[config.mk]
export PLATFORM = sky130hd
export DESIGN_NAME = settings_menu_flat
export DESIGN_NICKNAME = d
export VERILOG_FILES = /design/src/rtl/settings_menu_if.sv /design/src/rtl/settings_menu.sv /design/src/flat_wrapper.sv
export SDC_FILE = /design/constraint.sdc
export NUM_CORES = 1
export LEC_CHECK = 0
export CORE_ASPECT_RATIO = 1.1
export CORE_UTILIZATION = 35
export CTS_CLUSTER_DIAMETER = 100
export CTS_CLUSTER_SIZE = 24
export DETAILED_ROUTE_END_ITERATION = 12
export DONT_BUFFER_PORTS = 1
export SETUP_SLACK_MARGIN = 0.5
export SYNTH_ARGS = -nofsm -noshare
export SYNTH_HDL_FRONTEND = slang
export SYNTH_SLANG_ARGS = --single-unit
[constraint.sdc]
create_clock -name clk -period 6.1 [get_ports clk]
set_input_delay 0.915 -clock clk [delete_from_list [all_inputs] [get_ports clk]]
set_output_delay 0.915 -clock clk [all_outputs]
set_load 0.005 [all_outputs]
[src/rtl/settings_menu_if.sv]
// settings_menu_if
//   Groups the switch inputs and the settings outputs of settings_menu.
//   master : front-panel / testbench side (drives switch, observes outputs)
//   slave  : settings_menu side (consumes switch, drives outputs)
//   switch     [2:0]                 raw switch levels ([2] select, [1] cursor, [0] value)
//   selecting                        debounced select level, 1 = edit mode
//   cursor     [CUR_W-1:0]           field under edit
//   fields     [NUM_FIELDS*FIELD_W]  committed values
//   edit_value [FIELD_W-1:0]         shadow value at cursor
//   commit                           one-cycle pulse on shadow->fields copy
interface settings_menu_if #(
    parameter int unsigned NUM_FIELDS = 2,
    parameter int unsigned FIELD_W    = 2
);
    localparam int unsigned CUR_W = (NUM_FIELDS > 1) ? $clog2(NUM_FIELDS) : 1;

    logic [2:0]                    switch;
    logic                          selecting;
    logic [CUR_W-1:0]              cursor;
    logic [NUM_FIELDS*FIELD_W-1:0] fields;
    logic [FIELD_W-1:0]            edit_value;
    logic                          commit;

    modport master (
        output switch,
        input  selecting,
        input  cursor,
        input  fields,
        input  edit_value,
        input  commit
    );

    modport slave (
        input  switch,
        output selecting,
        output cursor,
        output fields,
        output edit_value,
        output commit
    );
endinterface

[src/rtl/settings_menu.sv]
// settings_menu
//   Front-panel settings controller. Three raw switches are synchronised,
//   debounced and edge-detected in the clk domain. While select is high the
//   cursor and value switches edit a shadow copy of the fields; the falling
//   edge of select copies the shadow to the committed fields with a
//   one-cycle commit pulse.
//   Ports:
//     clk  system clock
//     rst  asynchronous active-low reset
//     bus  settings_menu_if.slave (switch in; selecting, cursor, fields,
//          edit_value, commit out)
module settings_menu #(
    parameter int unsigned                    NUM_FIELDS      = 2,
    parameter int unsigned                    FIELD_W         = 2,
    parameter logic [NUM_FIELDS*FIELD_W-1:0]  FIELD_MAX_VEC   = {2'd2, 2'd1},
    parameter int unsigned                    DEBOUNCE_CYCLES = 1000000
) (
    input  logic           clk,
    input  logic           rst,
    settings_menu_if.slave bus
);
    localparam int unsigned CUR_W = (NUM_FIELDS > 1) ? $clog2(NUM_FIELDS) : 1;
    localparam int unsigned CNT_W = (DEBOUNCE_CYCLES > 1) ? $clog2(DEBOUNCE_CYCLES) : 1;

    localparam logic [CNT_W-1:0] CNT_LAST = CNT_W'(DEBOUNCE_CYCLES - 1);
    localparam logic [CUR_W-1:0] CUR_LAST = CUR_W'(NUM_FIELDS - 1);
    // Select path idles high so that edit mode is active out of reset.
    localparam logic [2:0]       SW_RST   = 3'b100;

    logic [2:0]       r_s1;
    logic [2:0]       r_s2;
    logic [2:0]       r_db;
    logic [2:0]       r_db_prev;
    logic [CNT_W-1:0] r_cnt [3];

    logic [2:0]       w_rise;
    logic             w_fall_sel;

    logic [CUR_W-1:0]              r_cursor;
    logic [FIELD_W-1:0]            r_shadow [NUM_FIELDS];
    logic [NUM_FIELDS*FIELD_W-1:0] r_fields;
    logic                          r_commit;

    logic [NUM_FIELDS*FIELD_W-1:0] w_shadow_flat;
    logic [FIELD_W-1:0]            w_edit_value;

    // Synchroniser and per-bit debounce. The level only moves after the
    // synchronised input has differed for DEBOUNCE_CYCLES consecutive cycles;
    // any return to the current level restarts the count.
    always_ff @(posedge clk or negedge rst) begin
        if (!rst) begin
            r_s1      <= SW_RST;
            r_s2      <= SW_RST;
            r_db      <= SW_RST;
            r_db_prev <= SW_RST;
            for (int unsigned b = 0; b < 3; b++) begin
                r_cnt[b] <= '0;
            end
        end else begin
            r_s1      <= bus.switch;
            r_s2      <= r_s1;
            r_db_prev <= r_db;
            for (int unsigned b = 0; b < 3; b++) begin
                if (r_s2[b] == r_db[b]) begin
                    r_cnt[b] <= '0;
                end else if (r_cnt[b] == CNT_LAST) begin
                    r_db[b]  <= r_s2[b];
                    r_cnt[b] <= '0;
                end else begin
                    r_cnt[b] <= r_cnt[b] + 1'b1;
                end
            end
        end
    end

    assign w_rise     = r_db & ~r_db_prev;
    assign w_fall_sel = ~r_db[2] & r_db_prev[2];

    always_comb begin
        w_shadow_flat = '0;
        for (int unsigned i = 0; i < NUM_FIELDS; i++) begin
            w_shadow_flat[i*FIELD_W +: FIELD_W] = r_shadow[i];
        end
    end

    always_comb begin
        w_edit_value = '0;
        for (int unsigned i = 0; i < NUM_FIELDS; i++) begin
            if (r_cursor == CUR_W'(i)) begin
                w_edit_value = r_shadow[i];
            end
        end
    end

    // Leaving select mode wins over any edit in the same cycle. A value
    // increment and a cursor advance together touch the old cursor field,
    // since both read r_cursor before it updates.
    always_ff @(posedge clk or negedge rst) begin
        if (!rst) begin
            r_cursor <= '0;
            r_fields <= '0;
            r_commit <= 1'b0;
            for (int unsigned i = 0; i < NUM_FIELDS; i++) begin
                r_shadow[i] <= '0;
            end
        end else begin
            r_commit <= 1'b0;
            if (w_fall_sel) begin
                r_fields <= w_shadow_flat;
                r_commit <= 1'b1;
            end else if (r_db[2]) begin
                if (w_rise[0]) begin
                    for (int unsigned i = 0; i < NUM_FIELDS; i++) begin
                        if (r_cursor == CUR_W'(i)) begin
                            // >= also recovers a value left above an inconsistent max
                            if (r_shadow[i] >= FIELD_MAX_VEC[i*FIELD_W +: FIELD_W]) begin
                                r_shadow[i] <= '0;
                            end else begin
                                r_shadow[i] <= r_shadow[i] + 1'b1;
                            end
                        end
                    end
                end
                if (w_rise[1]) begin
                    r_cursor <= (r_cursor == CUR_LAST) ? '0 : r_cursor + 1'b1;
                end
            end
        end
    end

    assign bus.selecting  = r_db[2];
    assign bus.cursor     = r_cursor;
    assign bus.fields     = r_fields;
    assign bus.edit_value = w_edit_value;
    assign bus.commit     = r_commit;
endmodule

[src/flat_wrapper.sv]
// flat-port wrapper written by rule: the top's interface ports become plain ports
module settings_menu_flat 
#(
    parameter int unsigned                    NUM_FIELDS      = 2,
    parameter int unsigned                    FIELD_W         = 2,
    parameter logic [NUM_FIELDS*FIELD_W-1:0]  FIELD_MAX_VEC   = {2'd2, 2'd1},
    parameter int unsigned                    DEBOUNCE_CYCLES = 1000000
)
  (clk, rst, bus_switch, bus_selecting, bus_cursor, bus_fields, bus_edit_value, bus_commit);
  settings_menu_if #(.NUM_FIELDS(NUM_FIELDS), .FIELD_W(FIELD_W)) bus_i ();
  input  logic clk;
  input  logic rst;
  input wire logic [$bits(bus_i.switch)-1:0] bus_switch;
  output wire logic [$bits(bus_i.selecting)-1:0] bus_selecting;
  output wire logic [$bits(bus_i.cursor)-1:0] bus_cursor;
  output wire logic [$bits(bus_i.fields)-1:0] bus_fields;
  output wire logic [$bits(bus_i.edit_value)-1:0] bus_edit_value;
  output wire logic [$bits(bus_i.commit)-1:0] bus_commit;
  assign bus_i.switch = bus_switch;
  assign bus_selecting = bus_i.selecting;
  assign bus_cursor = bus_i.cursor;
  assign bus_fields = bus_i.fields;
  assign bus_edit_value = bus_i.edit_value;
  assign bus_commit = bus_i.commit;
  settings_menu #(.NUM_FIELDS(NUM_FIELDS), .FIELD_W(FIELD_W), .FIELD_MAX_VEC(FIELD_MAX_VEC), .DEBOUNCE_CYCLES(DEBOUNCE_CYCLES)) u_core (.clk(clk), .rst(rst), .bus(bus_i));
endmodule
[Word-level counts from Yosys, hierarchy flattened]
Cells that the tools add are included.
Cells by class
  bitwise logic cells: 9
  $add $sub $neg: 6
  mux-type cells: 11
  $lt $le $gt $ge: 2
  equality and inequality tests: 6
  reduce and logical (&&, ||, !) cells: 6
Operator list (count)
  20-bit 2-to-1 mux: 6
  20-bit by 1-bit adder with 20-bit output (second input constant): 3
  20-bit == test (second input constant): 3
  4-bit AND reduction: 2
  2-bit 2-to-1 mux: 3
  1-bit inverter: 6
  2-bit AND reduction: 3
  2-bit by 1-bit adder with 2-bit output (second input constant): 2
  1-bit == test: 3
  3-bit AND reduction: 1
  2-bit bitwise AND: 1
  2-bit by 1-bit >= comparator with 1-bit output (second input constant): 1
  2-bit >= comparator (second input constant): 1
  1-bit 2-to-1 mux: 2
  2-bit inverter: 1
  1-bit adder (second input constant): 1
  1-bit bitwise AND: 1
Storage, ports and cells
  word-level logic and storage cells: 54
  bits in registers: 82

[Longest topological paths before layout]
Gate-level depths: netlist (run 1).
  depth after elaboration: 4
  gate-level depth with buffers: 6
  depth with buffers taken out: 5

[Least setup slack after synthesis (run 1)]
OpenSTA, ideal clock, no wires.
  path kind: flip-flop to flip-flop
  from: register u_core.r_cnt[40] (netlist bit)
  to: register u_core.r_cnt[58] (netlist bit)
  path buffers: 1
  stages on the path, launching flop included: 7
  setup time: 73 ps
  arrival: 1911 ps
  slack: 4116 ps
  required time: 6027 ps
  cell sequence: dfrtp_1 > ha_1 > nand2_1 > or4_1 > buf_2 > or4_4 > a21oi_2
On the way
  word-level cells in the longest chain between the ends: 3
RTL lines
  start: declaration: line settings_menu.sv:34  | logic [CNT_W-1:0] r_cnt [3];
  start signal: indexed assignment: line settings_menu.sv:70  | r_cnt[b] <= r_cnt[b] + 1'b1;
  20-bit by 1-bit adder with 20-bit output or 20-bit == test (tied branches): line settings_menu.sv:70, settings_menu.sv:66
  20-bit 2-to-1 mux (*): line settings_menu.sv:66  | end else if (r_cnt[b] == CNT_LAST) begin
  20-bit 2-to-1 mux (*): line settings_menu.sv:64  | if (r_s2[b] == r_db[b]) begin
Every way passes the cells marked *; elsewhere a longest branch is shown, timed or not.
A chain may end at the register's enable or synchronous reset.

[Worst setup path in the final report (run 1)]
  from: register u_core.r_cnt[0] (netlist bit)
  to: register u_core.r_cnt[2] (netlist bit)
Same word-level chain as after synthesis.

==> flow_metrics.tcl, run 1 <==
set metrics [dict create \
    drt-total-wl_um 6640 \
    fp.dieW_um 101 \
    ant_nets 0 \
    die_area_um2 11300 \
    rsz0062_at_grt "false" \
    initial_core_util_pct 36.2 \
    first_pass_iters 4 \
    post_cts_buffers 0 \
    synthDistinctLibCells 39 \
    ir_worst_vdd_uv 131 \
    cts_tree "done" \
    grt.total_usage_pct 12.9 \
    crit_fanout 19 \
    rrSetupSlack_ps 3880 \
    ys_ff_latch 82 \
    path_clk_slew_ps 60 \
    synth-async-reset-ratio_pct 100 \
    nNetsFinal 386 \
    max_freq_mhz 451 \
    clock-root-buffer "clkbuf_16" \
    syn_nets 383 \
    final_max_slew_viol_count 0 \
    cp.required_ps 6280 \
    hold_class "in -> async" \
    setup_tns_ps 0 \
    critPathLaunchType "flip-flop" \
    maxCapViolations 0 \
    finalHoldViolations 0 \
    synth-edff-count 0 \
    final_cells 525 \
    power.density_nw_per_um2 255 \
    tightest_slew_ps 767 \
    port_buffers 0 \
    setup_violations 0 \
    end_kind "flip-flop" \
    viasPerCell 5.03 \
    cts_sinks 82 \
    p_leak_nw 1.70 \
    r2r-start "u_core.r_cnt[0]" \
    core_area_um2 10500 \
    hold_ws_ps 280 \
    timing.final.crit_share_pct 36.4 \
    cts_buffers 9 \
    grt_pass1_wl_um 11600 \
    antenna_found_initial 0 \
    reg2reg_depth 5 \
    synthToLayoutAreaGrowth_pct 11.2 \
    fin_crit_ps 2220 \
    fin_ws_ps 3880 \
    cts_resized 0 \
    place_inst 509 \
    cts_hold_buf 0 \
    drtIter0Drc 121 \
    crit_arrival_ps 2400 \
    antennaDiodeCount 0 \
    gp_congestion 0.756 \
    yosys_warnings 0 \
    clock_skew_ps 6.39 \
    hpwl_um 4360 \
    fin_total_pwr_mw 1.08 \
    wire_per_inst_um 12.6 \
    pre_cts_slack_ps 3860 \
    gr-total-overflow 0 \
    synth_area_um2 3800 \
    status "completed" \
    yosysSeqAreaShare_pct 54.2 \
    die_h_um 111 \
    vias 2639 \
    clock_latency_ps 330 \
    maxSlewHeadroom_pct 48.8 \
    drc 0 \
    syn_area_per_cell_um2 10.2 \
    ios 14 \
    layout_commonest_cell "dfrtp_1" \
    crit_type "reg -> reg" \
    clk_path_buf_depth 2 \
    num_rows 39 \
    h-tree-depth 3 \
    grt_pass1_vias 2604 \
    final_cell_mix "78 x dfrtp_1, 45 x nor2_1, 25 x nand2_1" \
    r2r-end "u_core.r_cnt[2]" \
    synth_ff_type "dfrtp_1" \
    synthesis.instances 374 \
    grt_max_degree 83 \
    drive_gt1_share_pct 10.7 \
]
power by group:
part / total [mW] / internal (mW) / switching [mW] / leakage (nW)
Sequential: 0.559 / 0.552 / 0.00719 / 1.11
Combinational: 0.0173 / 0.00632 / 0.0110 / 0.443
Clock: 0.502 / 0.297 / 0.204 / 0.139
cells by family after synthesis:
logic type / Yosys count / share of synthesized area, %
muxes: 6 / 1.78
xor gates and xnor gates: 38 / 8.77
AOI/OAI and AO/OA: 49 / 7.58
buffers and inverters: 29 / 3.20
and+or+nand+nor: 166 / 23.2
DFF: 82 / 54.2
adders and majority gates: 4 / 1.32
flip-flops by register name, summed over array words and instances, names as in the netlist:
signal             count
u_core.r_db            3
u_core.bus.fields      4
u_core.r_s1            3
u_core.bus.cursor      1
u_core.bus.commit      1
u_core.r_cnt          60
u_core.r_s2            3
u_core.r_shadow        4
u_core.r_db_prev       3
how the worst max path moves through the flow:
stage / startpoint / endpoint / slack (ps)
final: u_core.r_cnt[0] / u_core.r_cnt[2] / 3880
after global routing: u_core.r_cnt[0] / u_core.r_cnt[2] / 3710
after CTS: u_core.r_cnt[0] / u_core.r_cnt[2] / 3850
after detailed placement: u_core.r_cnt[0] / u_core.r_cnt[2] / 3860
after global placement: u_core.r_cnt[0] / u_core.r_cnt[8] / 3960
after floorplan: u_core.r_cnt[40] / u_core.r_cnt[58] / 4120
stage by stage:
stage | utilization, % | instance area (um^2)
final | 40.3 | 4220
after global placement | 37.6 | 3940
after detailed placement | 37.6 | 3940
after floorplan | - | 3800
after CTS | 40.3 | 4220
after global routing | 40.3 | 4220
layer usage:
| metal | track usage (%) | up-vias | wire length (um) |
|---|---|---|---|
| li1 | - | 1313 | - |
| met1 | 17.0 | 1289 | 3390 |
| met2 | 20.0 | 29 | 2970 |
| met3 | 3.47 | 8 | 171 |
| met4 | 5.02 | 0 | 102 |
| met5 | 0 | - | 0 |
worst max-delay path, stage by stage (launching register included):
cell and delay (ps):
dfrtp_1 400, ha_1 200, nand3_1 220, or2_2 420
o31ai_4 710, nor2_1 120
final cells by class:
cell class	count	area [um^2]
clock inverter	4	26.3
inverter	19	71.3
timing repair buffer	2	15.0
multi-input combinational	263	1620
fill	1024	6270
sequential	82	2060
tap	143	179
clock buffer	12	256
synth_stat cells (10+ instances only):
master,instances,area [um^2]
dfrtp_1,78,1950
nor2_1,45,169
nand2_1,25,93.8
nand3_1,24,120
xnor2_1,22,193
inv_1,19,71.3
o21ai_0,19,95.1
a21oi_1,18,90.1
xor2_1,16,140
or4_1,14,105
or3_1,11,68.8
nor3_1,10,50.1
(Power assumes the default switching activity.)
==> run 2: changes to the inputs <==
Clock period 6.1 ns to 1.8 ns, I/O delays scaled along.
==> run 2 against run 1 <==
The flow now finishes with violations (negative hold slack, negative setup slack). Total power increased to 3.8 times the previous value. Critical path depth unchanged. Final area increased by 26%. Highest routed layer unchanged. Largest power group is now clock. Final cell count increased by 15%. Clock power increased to 4.0 times the previous value. Via count increased by 14%. Clock-buffer cell count decreased by 1. Global-route usage increased by 2.4 points. First-iteration DRC count decreased by 36%. Register-to-register slack got worse by 4100 ps.
==> flow_metrics.tcl, run 2 (synthesis gave the netlist of run 1 again) <==
set metrics [dict create \
    path_clk_slew_ps 60 \
    finalHoldViolations 82 \
    hold_ws_ps -378 \
    grt_max_degree 83 \
    rrSetupSlack_ps -190 \
    h-tree-depth 3 \
    drc 0 \
    cts_sinks 82 \
    fin_ws_ps -193 \
    failed_checks "negative hold slack, negative setup slack" \
    wire_per_inst_um 13.4 \
    final_cells 605 \
    crit_fanout 5 \
    p_leak_nw 2.18 \
    die_h_um 111 \
    fin_crit_ps 1990 \
    cts_buffers 9 \
    hold_class "in -> async" \
    rsz0062_at_grt "true" \
    setup_violations 42 \
    clock_latency_ps 340 \
    largest_register_ffs 60 \
    drtIter0Drc 77 \
    timing.final.crit_share_pct 111 \
    r2r-end "u_core.r_cnt[57]" \
    gr-total-overflow 0 \
    cpMostUsedCell "or4_4" \
    r2r-start "u_core.r_cnt[55]" \
    place_inst 563 \
    drt-total-wl_um 8120 \
    grt.total_usage_pct 15.3 \
    clk_path_buf_depth 2 \
    critPathLaunchType "flip-flop" \
    max_freq_mhz 502 \
    ir_worst_vdd_uv 424 \
    power.density_nw_per_um2 761 \
    startpoint "u_core.r_cnt[55]" \
    num_rows 39 \
    place_area_um2 4470 \
    antennaDiodeCount 0 \
    max_stage_delay_ps 550 \
    clock-root-buffer "clkbuf_16" \
    vias 2999 \
    core_area_um2 10500 \
    synthToLayoutAreaGrowth_pct 40.3 \
    gp_congestion 0.815 \
    cp.required_ps 2020 \
    postLayoutCellArea_um2 5330 \
    clock_skew_ps 6.01 \
    first_pass_iters 4 \
    fp.dieW_um 101 \
    top_register "u_core.r_cnt" \
    pre_cts_slack_ps -250 \
    drive_gt1_share_pct 40.3 \
    tightest_slew_ps 389 \
    nNetsFinal 466 \
    hpwl_um 5210 \
    ant_nets 0 \
    reg2reg_depth 5 \
    layout_commonest_cell "dfrtp_1" \
    initial_core_util_pct 36.2 \
    end_kind "flip-flop" \
    crit_path_top_delay_cell "or4_4" \
    multi_input_area_um2 2000 \
    maxCapViolations 0 \
    antenna_found_initial 0 \
    register_area_um2 2060 \
    ios 14 \
    crit_arrival_ps 2210 \
    viasPerCell 4.96 \
    crit_type "reg -> reg" \
    port_buffers 0 \
    final_cell_mix "73 x dfrtp_1, 67 x buf_4, 26 x nor2_1" \
    maxSlewHeadroom_pct 73.9 \
    final_max_slew_viol_count 0 \
    fillers 919 \
    path_cells "or4_4, or4_4, o21ai_4, buf_6, a21oi_2" \
    status "finished, violations left" \
    grt_pass1_vias 3015 \
    grt_pass1_wl_um 13600 \
    cts_hold_buf 3 \
    cts_tree "done" \
    die_area_um2 11300 \
]
==> run 2: stage by stage <==
stage                     power [mW]  util (%)  setup TNS [ps]
after floorplan                 1.99         -           -4500
after global placement          2.03      42.6           -7140
after detailed placement        2.03      42.6           -8580
after CTS                       4.08      48.1           -7130
after global routing            4.23      50.8          -10440
final                           4.05      50.8           -7510
==> run 2: worst max-delay path: cells and delay by family (launching register included) <==
family | cells | cell delay [ps]
and+or+nand+nor | 2 | 1070
DFF | 1 | 380
AOI/OAI and AO/OA | 2 | 250
buffers and inverters | 1 | 160
==> run 2: worst max-delay path by stage <==
| stage | end | slack, ps | depth (start not counted) |
|---|---|---|---|
| after CTS | u_core.r_cnt[57] | -190 | 5 |
| after detailed placement | u_core.r_cnt[42] | -250 | 5 |
| after global routing | u_core.r_cnt[42] | -270 | 5 |
| after global placement | u_core.r_cnt[44] | -220 | 5 |
| final | u_core.r_cnt[57] | -190 | 5 |
| after floorplan | u_core.r_db[0] | -150 | 4 |
==> run 2: per-layer routing <==
metal  GRT usage (%)  part of all wire [%]  vias up
met5               0                     0        -
met4            4.25                  0.79        0
met3            5.04                   2.7        7
met2            25.5                    52       27
met1            18.7                    44     1487
li1                -                     -     1478
==> run 2: repair_timing <==
item,in CTS,in global routing
cloned,2,1
endpoints found under the setup margin,66,67
resized for setup,43,45
buffers inserted,9,11
pin swaps,4,7
hold endpoints to repair,85,82
==> run 2: layout make-up <==
type | count | share of cell area (%)
clock buffer | 11 | 4.56
clock inverter | 5 | 1.60
inverter | 19 | 1.34
multi-input combinational | 263 | 37.6
sequential | 82 | 38.7
tap | 143 | 3.36
timing repair buffer | 82 | 12.8
==> run 2: report_power, final <==
group | internal, mW | total (mW) | switching, mW
Combinational | 0.0856 | 0.165 | 0.0791
Sequential | 1.87 | 1.89 | 0.0227
Clock | 1.26 | 2.00 | 0.738
